[config.mk]
export PLATFORM = sky130hd
export DESIGN_NAME = booth_seq_mult
export DESIGN_NICKNAME = d
export VERILOG_FILES = /design/src/rtl/booth_pkg.sv /design/src/rtl/booth_step.sv /design/src/rtl/booth_seq_mult.sv
export SDC_FILE = /design/constraint.sdc
export NUM_CORES = 1
export LEC_CHECK = 0
export BUFFER_PORTS_ARGS = -buffer_cell sky130_fd_sc_hd__buf_2
export CAP_MARGIN = 30
export CORE_MARGIN = 1.5
export CORE_UTILIZATION = 56
export CTS_BUF_LIST = sky130_fd_sc_hd__clkbuf_16
export DETAILED_ROUTE_END_ITERATION = 7
export GPL_ROUTABILITY_DRIVEN = 0
export PLACE_DENSITY_LB_ADDON = 0.12
export SLEW_MARGIN = 20
export SYNTH_ARGS = -nofsm -noshare
export SYNTH_HDL_FRONTEND = slang
export SYNTH_SLANG_ARGS = --single-unit
[constraint.sdc]
create_clock -name clk -period 3.3 [get_ports clk]
set_input_delay 0 -clock clk [delete_from_list [all_inputs] [get_ports clk]]
set_output_delay 0 -clock clk [all_outputs]
set_load 0.02 [all_outputs]
[src/rtl/booth_pkg.sv]
// Shared definitions for the sequential radix-2 Booth multiplier:
// FSM state encoding and the Booth pair decode values.
package booth_pkg;

    typedef enum logic [1:0] {
        IDLE = 2'd0,
        CALC = 2'd1,
        DONE = 2'd2
    } state_t;

    // {Q[0], q-1} pairs that modify the accumulator; the others leave it unchanged
    localparam logic [1:0] PAIR_ADD = 2'b01;
    localparam logic [1:0] PAIR_SUB = 2'b10;

endpackage

[src/rtl/booth_step.sv]
// One combinational radix-2 Booth step: conditional add/subtract of M into A,
// then an arithmetic right shift of {A, Q, q-1}.
module booth_step
    import booth_pkg::*;
#(
    parameter int W = 9
) (
    input  logic [W-1:0] a,
    input  logic [W-1:0] q,
    input  logic         qm1,
    input  logic [W-1:0] m,
    output logic [W-1:0] a_next,
    output logic [W-1:0] q_next,
    output logic         qm1_next
);

    logic [W-1:0] sum;

    always_comb begin
        sum = a;
        case ({q[0], qm1})
            PAIR_ADD: sum = a + m;
            PAIR_SUB: sum = a - m;
            default:  sum = a;
        endcase
        a_next   = {sum[W-1], sum[W-1:1]};
        q_next   = {sum[0], q[W-1:1]};
        qm1_next = q[0];
    end

endmodule

[src/rtl/booth_seq_mult.sv]
// Sequential Booth multiplier, one step per clock. Operands are extended to
// WIDTH+1 bits so signed and unsigned operands share one signed datapath.
module booth_seq_mult
    import booth_pkg::*;
#(
    parameter int WIDTH = 8
) (
    input  logic                 clk,
    input  logic                 rst_n,
    input  logic                 start,
    input  logic                 signed_mode,
    input  logic [WIDTH-1:0]     m,
    input  logic [WIDTH-1:0]     q,
    output logic                 busy,
    output logic                 done,
    output logic [2*WIDTH-1:0]   product
);

    localparam int XW = WIDTH + 1;
    localparam int CW = $clog2(WIDTH + 2);

    state_t         state, state_next;
    logic [CW-1:0]  cnt;
    logic [XW-1:0]  a_reg, q_reg, m_reg;
    logic           qm1;
    logic [XW-1:0]  a_next, q_next;
    logic           qm1_next;

    booth_step #(.W(XW)) u_step (
        .a        (a_reg),
        .q        (q_reg),
        .qm1      (qm1),
        .m        (m_reg),
        .a_next   (a_next),
        .q_next   (q_next),
        .qm1_next (qm1_next)
    );

    always_comb begin
        state_next = state;
        case (state)
            IDLE:    if (start) state_next = CALC;
            CALC:    if (cnt == CW'(1)) state_next = DONE;
            DONE:    state_next = IDLE;
            default: state_next = IDLE;
        endcase
    end

    assign busy = (state != IDLE);

    always_ff @(posedge clk) begin
        if (!rst_n) begin
            state   <= IDLE;
            cnt     <= '0;
            a_reg   <= '0;
            q_reg   <= '0;
            m_reg   <= '0;
            qm1     <= 1'b0;
            done    <= 1'b0;
            product <= '0;
        end else begin
            state <= state_next;
            done  <= (state == DONE);
            case (state)
                IDLE: if (start) begin
                    // The mode only matters here: extension fixes it for the whole op
                    m_reg <= signed_mode ? {m[WIDTH-1], m} : {1'b0, m};
                    q_reg <= signed_mode ? {q[WIDTH-1], q} : {1'b0, q};
                    a_reg <= '0;
                    qm1   <= 1'b0;
                    cnt   <= CW'(WIDTH + 1);
                end
                CALC: begin
                    a_reg <= a_next;
                    q_reg <= q_next;
                    qm1   <= qm1_next;
                    cnt   <= cnt - CW'(1);
                end
                DONE: product <= {a_reg[WIDTH-2:0], q_reg};
                default: ;
            endcase
        end
    end

endmodule

=== Word level (Yosys, flattened, before mapping) ===
Index checks and enable logic that the tools add are counted.
Widths: inputs -> output; s select.

* Flip-flop bits (word level): 51
* Bits in latches: 0
* RAM bits: 0
* ROM bits: 0
* Output and inout bits: 18
* Memories: 0

* $add $sub $neg: 3
* Multipliers: 0
* Divide/modulo/power cells: 0
* $lt $le $gt $ge: 0
* Eq/ne operators: 7
* Shift-type cells: 0
* Mux-type cells: 14
* Bitwise operators: 0
* Reduce and logical (&&, ||, !) cells: 6

{| class="wikitable"
|+ Operators with widths
! operator !! count
|-
| $pmux 9 s2 || 3
|-
| $mux 9 || 4
|-
| $add 9x9->9 || 1
|-
| $sub 9x9->9 || 1
|-
| $pmux 4 s2 || 1
|-
| $reduce_and 2->1 || 3
|-
| $eq 2x1->1 const B || 2
|-
| $eq 2x2->1 const B || 2
|-
| $eq 4x1->1 const B || 1
|-
| $mux 2 || 2
|-
| $mux 4 || 1
|-
| $ne 2x2->1 const B || 2
|-
| $pmux 2 s2 || 1
|-
| $reduce_bool 2->1 || 2
|-
| $sub 4x1->4 const B || 1
|-
| $logic_not 2->1 || 1
|-
| $pmux 1 s2 || 1
|-
| $mux 1 || 1
|}

=== Depth between registers and ports, before layout ===
Gate-level depths: netlist (run 1).

* Word-level depth: 3
* Mapped depth: 11
* Mapped depth without buffers: 11

=== Hierarchy ===
From an unflattened synthesis (run 1), not the netlist that was laid out.

* Cells, all modules: 317
* Area total of the unflattened synthesis: 2,728.9 µm²

{| class="wikitable"
|+ Modules (own cells, without submodules)
! module !! times used !! cells each !! area each (µm²) !! sequential area each (µm²)
|-
| booth_seq_mult || 1 || 214 || 1,986.9 || 1,021.0
|-
| booth_step || 1 || 103 || 742.0 || 0.0
|}

=== Least setup slack after synthesis (run 1) ===
OpenSTA, ideal clock, no wires.

* Path kind: register to register
* Start: reg m_reg[0]
* End: reg a_reg[7]
* Library setup time: 0.092 ns
* Data arrival time: 2.244 ns
* Slack: 0.964 ns
* Stages on the path, launching flop included: 11
* Path buffers: 0
* Cell sequence: dfxtp_1 or4_1 nor2_1 nor2_1 xnor2_1 ha_1 a21o_1 nor3_1 a21oi_1 and3_1 nor4_1

* Longest elaborated chain between the ends: 3
* Elaborated cells on any way between the ends: 4
* Classes of those cells: add/sub (2); mux (2)

{| class="wikitable"
|+ Ends and longest elaborated chain
! item !! line !! RTL
|-
| from (decl) || booth_seq_mult.sv:24 || <nowiki>logic [XW-1:0] a_reg, q_reg, m_reg;</nowiki>
|-
| from (signal assigned) || booth_seq_mult.sv:67 || <nowiki>m_reg <= signed_mode ? {m[WIDTH-1], m} : {1'b0, m};</nowiki>
|-
| $sub 9x9->9 / $add 9x9->9 (equally long branches) || booth_step.sv:23, booth_step.sv:22 ||
|-
| $pmux 9 s2 (*) || booth_step.sv:21 || <nowiki>case ({q[0], qm1})</nowiki>
|-
| $pmux 9 s2 (*) || booth_seq_mult.sv:64 || <nowiki>case (state)</nowiki>
|-
| to (signal assigned) || booth_seq_mult.sv:74 || <nowiki>a_reg <= a_next;</nowiki>
|-
| to (decl) || booth_seq_mult.sv:24 ||
|}

Mark *: on every way between the ends. The rest lies on a longest branch, timed or not.
A chain may end at the register's enable or synchronous reset.

=== Worst setup path in the final report (run 1) ===
Ends and elaborated chain as after synthesis.

==> results_dict.tcl, run 1 <==
set metrics [dict create \
    critPathBufInv 0 \
    cts_tree "built" \
    power.leakage_nw 1.18 \
    hold_ws_ns -0.00170 \
    irDropWorstVdd_uv 405 \
    die_x_um 69.8 \
    synth-simple-area-share 0.210 \
    drt_iter0_markers 150 \
    area_growth_pct 16.2 \
    drive_above_1_share 0.143 \
    n_antenna_cell 0 \
    largest_reg_flops 16 \
    vias_per_cell 5.58 \
    cts_setup_buffers 0 \
    utilization 0.672 \
    finClkSkew_ns 0.00684 \
    synth_nets 347 \
    worstHoldPathCells 3 \
    finalCriticalPeriod_ns 2.54 \
    antenna_found_initial 0 \
    clockBufferDepth 2 \
    synth-async-reset-ratio 0 \
    fill_cells 403 \
    dpl.hpwl_mm 3.81 \
    synth_warnings 0 \
    arrival_ns 2.73 \
    floorplan.initialDensity 0.578 \
    cts_buffers 5 \
    synth_cell_types 42 \
    finalWirelength_mm 5.48 \
    fp.dieH_um 69.8 \
    slowest_stage "or4_1" \
    critPathLaunchType "flip-flop" \
    worst-path-max-fanout 7 \
    crit_type "flip-flop to flip-flop" \
    track_usage 0.237 \
    synth_edf_count 0 \
    clock.fmax_mhz 394 \
    syn_inst 314 \
    maxCapViolCount 0 \
    vias 2244 \
    ys_ff_latch 50 \
    pin_count 38 \
    syn_area_mm2 0.00250 \
    wl_per_cell_um 13.6 \
    critical-path-top-delay-family "simple AND/OR/NAND/NOR gates" \
    setup_viol 0 \
    endpoint_kind "flip-flop" \
    synthFlopType "dfxtp_1" \
    r2r-start "m_reg[0]" \
    clk_pin_slew_worst_paths_ns 0.07 \
    rows 24 \
    yosysSeqAreaShare 0.400 \
    worstPathRequired_ns 3.49 \
    reg2reg_depth 10 \
    power_per_cell_area_mw_per_mm2 521 \
    slew_headroom 0.476 \
    synth-compound-area-share 0.233 \
    p_total_w 0.00151 \
    hold_viol_final 1 \
    rr_endpoint "a_reg[7]" \
    yosys.area_share.xor_xnor 0.0315 \
    finalSetupTns_ns 0 \
    finalNonFillerCells 402 \
    drtAntennaViolNets 0 \
    fp.coreArea_mm2 0.00432 \
    drc 0 \
    grt_overflow_total 0 \
    synth_fa_ha_area_frac 0.0680 \
    cp_cell_sequence "or4_1, nor2_1, nor2_1, xnor2_1, ha_1, a21o_1, nor3_1, a21oi_1, and3_1, nor4_1" \
    worst_slew_pin_slew_ns 0.784 \
    dp_cells 387 \
    dieArea_mm2 0.00488 \
    dr.pass1.iters 4 \
    rsz0062_at_grt "no" \
    grt_pass1_vias 2145 \
    cpMostUsedCell "nor2_1" \
    synth.area.mux_share 0.00850 \
    synth_top_family_by_area "compound AO/OA/AOI/OAI gates" \
    grt_pass1_wl_mm 9.36 \
    syn_area_per_cell_um2 7.97 \
    layout.nets 383 \
    cts.sinks 50 \
    crit_path_max_incr_delay_ns 0.51 \
    finalCritPeriodShare 0.769 \
    grt_max_degree 34 \
    status "complete, but fails checks" \
    portBuffers 37 \
    hold_end "m_reg[8]" \
    hold_path.class "input port to flip-flop" \
    htreeDepth 2 \
    final_max_slew_viol_count 0 \
    clk_latency_ns 0.29 \
    violations "hold timing" \
    cts-root-buf "clkbuf_16" \
    reg2reg_setup_slack_ns 0.76 \
    min_from "signed_mode" \
]
-- layout by cell type (no fill, tap or decap), types with 5 or more instances in the layout --
cell            n
ha_1           12
a21oi_1        33
xnor2_1         7
nor2b_1         6
nor2_1         24
inv_1          13
o21ai_0        15
and3_1          5
buf_2          37
nand2_1        61
o22ai_1         8
a21boi_0       15
clkbuf_16       5
dfxtp_1        50
dlygate4sd3_1   8
-- cell usage after synthesis (2+ instances only) --
library cell  instances  share of area
nor2_1               24          0.036
nor3b_1               3         0.0090
a32oi_1               2         0.0070
a21boi_0             15          0.045
clkbuf_1              9          0.014
dfxtp_1              50           0.40
nand3_1               4         0.0080
nand2_1              61          0.092
a32o_1                2         0.0080
o211ai_1              2         0.0060
a31oi_1               2         0.0050
buf_2                 7          0.014
a22oi_1               3         0.0090
nor3_1                4         0.0080
a211oi_1              3         0.0090
ha_1                 12          0.060
o21ai_0              15          0.030
xor2_1                2         0.0070
o211a_1               2         0.0080
and3_1                5          0.013
or4_1                 2         0.0060
a21oi_1              33          0.066
xnor2_1               7          0.025
o22ai_1               8          0.020
nor2b_1               6          0.015
inv_1                13          0.020
nor4_1                3         0.0075
-- how the worst max path moves through the flow --
stage                     slack (ns)      from  depth (start not counted)  endpoint
after floorplan                 0.96  m_reg[0]                         10  a_reg[7]
after global placement          0.85  m_reg[0]                         10  a_reg[7]
after detailed placement        0.80  m_reg[0]                         10  a_reg[7]
after CTS                       0.78  m_reg[0]                         10  a_reg[7]
after global routing            0.59  m_reg[0]                         10  a_reg[7]
final                           0.76  m_reg[0]                         10  a_reg[7]
-- metal layers --
| metal | routed length, um | up-vias | GRT usage | share of wire |
|---|---|---|---|---|
| li1 | - | 1168 | - | - |
| met1 | 2660 | 1014 | 0.311 | 0.49 |
| met2 | 2540 | 56 | 0.394 | 0.46 |
| met3 | 211 | 6 | 0.0480 | 0.039 |
| met4 | 72 | 0 | 0.0705 | 0.013 |
| met5 | 0 | - | 0 | 0 |
-- worst register-to-register path: stages (launching register included) --
cell and delay [ns]:
dfxtp_1 0.34, or4_1 0.51, nor2_1 0.13, nor2_1 0.07, xnor2_1 0.14, ha_1 0.37
a21o_1 0.20, nor3_1 0.14, a21oi_1 0.11, and3_1 0.20, nor4_1 0.24
-- area by class of cell --
type,instances,area (um^2),area share
tap,52,65.1,0.0224
clock buffer,5,125,0.0431
clock inverter,2,15.0,0.00517
inverter,13,48.8,0.0168
sequential,50,1000,0.345
timing repair buffer,46,273,0.0939
multi-input combinational,234,1380,0.474
-- metrics by stage --
| stage | setup slack [ns] | hold WS [ns] | area, um^2 |
|---|---|---|---|
| floorplan | 0.964 | 0.145 | 2500 |
| global placement | 0.854 | 0.251 | 2690 |
| detailed placement | 0.800 | 0.261 | 2690 |
| CTS | 0.783 | 0.000855 | 2910 |
| global route | 0.589 | 0.0261 | 2910 |
| finish | 0.762 | -0.00170 | 2910 |
-- cells by family (layout without fill, tap and decap cells) --
kind of cell             Yosys count  count (layout)
AO/OA/AOI/OAI                     93              93
XOR/XNOR                           9               9
adder cells (fa/ha/maj)           13              13
buffers and inverters             30              66
flip-flops                        50              50
multiplexers                       2               2
AND/OR/NAND/NOR                  117             117
-- timing repair --
item,CTS,global route
gates resized for setup,0,0
hold buffers,8,0
hold endpoints to repair,9,0
-- where the power goes --
part           leakage, nW  switching, W  internal (W)  total, W
clock               0.0619      0.000219      0.000277  0.000496
sequential           0.408     0.0000336      0.000638  0.000672
combinational        0.707      0.000197      0.000150  0.000347
Note: power is estimated with default switching activity, not from simulation.
==> run 2, diff against run 1 <==
--- a/config.mk
+++ b/config.mk
@@ -5,10 +5,11 @@
 export SDC_FILE = /design/constraint.sdc
 export NUM_CORES = 1
 export LEC_CHECK = 0
+export ABC_AREA = 1
 export BUFFER_PORTS_ARGS = -buffer_cell sky130_fd_sc_hd__buf_2
 export CAP_MARGIN = 30
 export CORE_MARGIN = 1.5
-export CORE_UTILIZATION = 56
+export CORE_UTILIZATION = 57
 export CTS_BUF_LIST = sky130_fd_sc_hd__clkbuf_16
 export DETAILED_ROUTE_END_ITERATION = 7
 export GPL_ROUTABILITY_DRIVEN = 0
==> constraint.sdc (replaced) <==
create_clock -name clk -period 2.65 [get_ports clk]
set_input_delay 0 -clock clk [delete_from_list [all_inputs] [get_ports clk]]
set_output_delay 0 -clock clk [all_outputs]
set_load 0.02 [all_outputs]
==> run 2 against run 1 <==
Effect of this change:
- the flow now finishes without violations
- fmax grew 15%
- critical path depth increased by 3
- worst hold slack gained 0.011 ns
- clock skew is 0.0014 ns lower
- sequential power rose by 26%
- register-to-register slack worse by 0.32 ns
- synthesized cell count rose by 11%
- final cell count increased by 12%
- global-route usage grew 1.7 points
- setup slack lost 0.32 ns
- power rose by 40%
==> results_dict.tcl, run 2 <==
set metrics [dict create \
    yosysTopAreaCellShare 0.386 \
    synth_nets 382 \
    synth_cell_types 34 \
    largest_reg_flops 16 \
    seq_power_share 0.400 \
    reg2reg_depth 13 \
    power.leakage_nw 1.46 \
    crit_type "flip-flop to flip-flop" \
    grt_pass1_wl_mm 10.2 \
    dieArea_mm2 0.00497 \
    worst_slew_pin_slew_ns 0.370 \
    pwr-share-comb 0.257 \
    drtAntennaViolNets 0 \
    antenna_found_initial 0 \
    layout_commonest_cell "nand2_1" \
    syn_area_per_cell_um2 7.44 \
    synthTopCellsByCount "nand2_1, dfxtp_1, nor2_1, o21ai_0, inv_1" \
    die_x_um 70.5 \
    wl_per_cell_um 12.9 \
    clkPwrFrac 0.344 \
    cts-root-buf "clkbuf_16" \
    synth_edf_count 0 \
    yosysSeqAreaShare 0.386 \
    clk_pin_slew_worst_paths_ns 0.07 \
    synthFlopType "dfxtp_1" \
    fp.dieH_um 70.5 \
    floorplan.initialDensity 0.596 \
    synth_area_leaders "dfxtp_1, nand2_1, o21ai_0, a21oi_1, nor2_1" \
    critical-path-top-delay-family "adder cells" \
    dpl.hpwl_mm 3.98 \
    finalCriticalPeriod_ns 2.21 \
    rows 24 \
    final_area_mm2 0.00307 \
    syn_area_mm2 0.00259 \
    track_usage 0.254 \
    worstHoldPathCells 3 \
    setup_viol 0 \
    vias 2400 \
    min_from "q[1]" \
    drive_above_1_share 0.189 \
    synth_top_area_cell "dfxtp_1" \
    slowest_stage "dfxtp_1" \
    switchingPower_w 0.000664 \
    crit_path_max_incr_delay_ns 0.38 \
    dr.pass1.iters 5 \
    critPathBufInv 2 \
    intPower_w 0.00145 \
    cts.sinks 50 \
    power_per_cell_area_mw_per_mm2 688 \
    vias_per_cell 5.35 \
    clockBufferDepth 2 \
    pin_count 38 \
    cp_cell_sequence "ha_1, inv_1, nand2_1, o21ai_0, xnor2_1, ha_1, nand2_1, inv_1, a21oi_1, nand2_1, nand2_1, nand3_1, a21oi_1" \
    place_ws_ns 0.469 \
    hold_end "q_reg[1]" \
    status "complete, no violations" \
    clock.fmax_mhz 453 \
    area_growth_pct 18.3 \
    synth-async-reset-ratio 0 \
    syn_inst 349 \
    n_antenna_cell 0 \
    p_sw_frac 0.314 \
    irDropWorstVdd_uv 428 \
    place_area_mm2 0.00279 \
    cts_tree "built" \
    mostFrequentLayoutCells "nand2_1, dfxtp_1, nor2_1" \
    final_max_slew_viol_count 0 \
    worst-path-max-fanout 7 \
    cts_buffers 5 \
    ys_ff_latch 50 \
    arrival_ns 2.43 \
    worstPathRequired_ns 2.88 \
    drc 0 \
    drt_iter0_markers 102 \
    layout.nets 429 \
    endpoint_kind "flip-flop" \
    synth_most_common_cell "nand2_1" \
    grt_max_degree 33 \
    finalSetupTns_ns 0 \
    clk_latency_ns 0.29 \
    slew_headroom 0.750 \
    r2r-start "q_reg[0]" \
    finalCritPeriodShare 0.833 \
    dp_cells 430 \
    grt_pass1_vias 2362 \
    worst_slack_ns 0.443 \
    reg2reg_setup_slack_ns 0.44 \
    finalWirelength_mm 5.79 \
    htreeDepth 2 \
    synth_warnings 0 \
    cpMostUsedCell "nand2_1" \
    fp.coreArea_mm2 0.00435 \
    finalNonFillerCells 449 \
    portBuffers 37 \
    maxCapViolCount 0 \
    critPathLaunchType "flip-flop" \
    grt_overflow_total 0 \
    rr_endpoint "a_reg[6]" \
    rsz0062_at_grt "no" \
    finClkSkew_ns 0.00548 \
    hold_ws_ns 0.00937 \
    cts-resized-gates 0 \
    hold_viol_final 0 \
    hold_path.class "input port to flip-flop" \
]
[run 2: cell families (layout without fill, tap and decap cells)]
kind of cell	Yosys count	in the layout	share of synthesized area
XOR/XNOR	7	7	0.0236
flip-flops	50	50	0.386
buffers and inverters	54	102	0.0950
AO/OA/AOI/OAI	91	91	0.200
AND/OR/NAND/NOR	134	134	0.230
adder cells (fa/ha/maj)	13	13	0.0656
[run 2: metrics by stage]
| step | total power, W | util |
|---|---|---|
| 2_1_floorplan | 0.00127 | - |
| 3_3_place_gp | 0.00137 | 0.641 |
| 3_5_place_dp | 0.00138 | 0.641 |
| 4_1_cts | 0.00211 | 0.705 |
| 5_1_grt | 0.00223 | 0.705 |
| 6_report | 0.00211 | 0.705 |
[run 2: final cells by class]
type                    count  area, um^2
inverters                  43         169
multi-input cells         245        1350
well taps                  52        65.1
flip-flops and latches     50        1000
fillers                   370        1280
clock inverters             3        45.0
repair buffers             51         318
clock buffers               5         125
[run 2: worst max path at each step]
stage / startpoint / endpoint / slack (ns) / depth (start not counted)
after floorplan: q_reg[0] / a_reg[6] / 0.68 / 13
after global placement: q_reg[0] / a_reg[6] / 0.56 / 13
after detailed placement: q_reg[0] / a_reg[6] / 0.47 / 13
after CTS: q_reg[0] / a_reg[6] / 0.45 / 13
after global routing: q_reg[0] / a_reg[7] / 0.19 / 15
final: q_reg[0] / a_reg[6] / 0.44 / 13
[run 2: power groups by stage]
stage | combinational, W | sequential, W | clock [W]
2_1_floorplan | 0.000415 | 0.000859 | 0
3_3_place_gp | 0.000507 | 0.000860 | 0
3_5_place_dp | 0.000516 | 0.000860 | 0
4_1_cts | 0.000539 | 0.000844 | 0.000728
5_1_grt | 0.000623 | 0.000851 | 0.000757
6_report | 0.000542 | 0.000845 | 0.000726
[run 2: metal layers]
layer  routed length, um  vias to the layer above  part of all wire  global-route usage
met5                   0                        -                 0                   0
met4                  96                        0             0.017              0.0897
met3                 178                       11             0.031              0.0447
met2                2860                       46              0.49               0.455
met1                2650                     1097              0.46               0.302
li1                    -                     1246                 -                   -
[run 2: worst min-delay path, delay by kind of cell]
kind                   cells  cell delay [ns]
AOI/OAI and AO/OA          2             0.17
buffers and inverters      1             0.09
[run 2: what timing repair did]
| item | in CTS | in global routing |
|---|---|---|
| setup buffers | 0 | 0 |
| hold buffers | 11 | 0 |
| hold endpoints to repair | 11 | 0 |
| setup endpoints to repair | 0 | 0 |
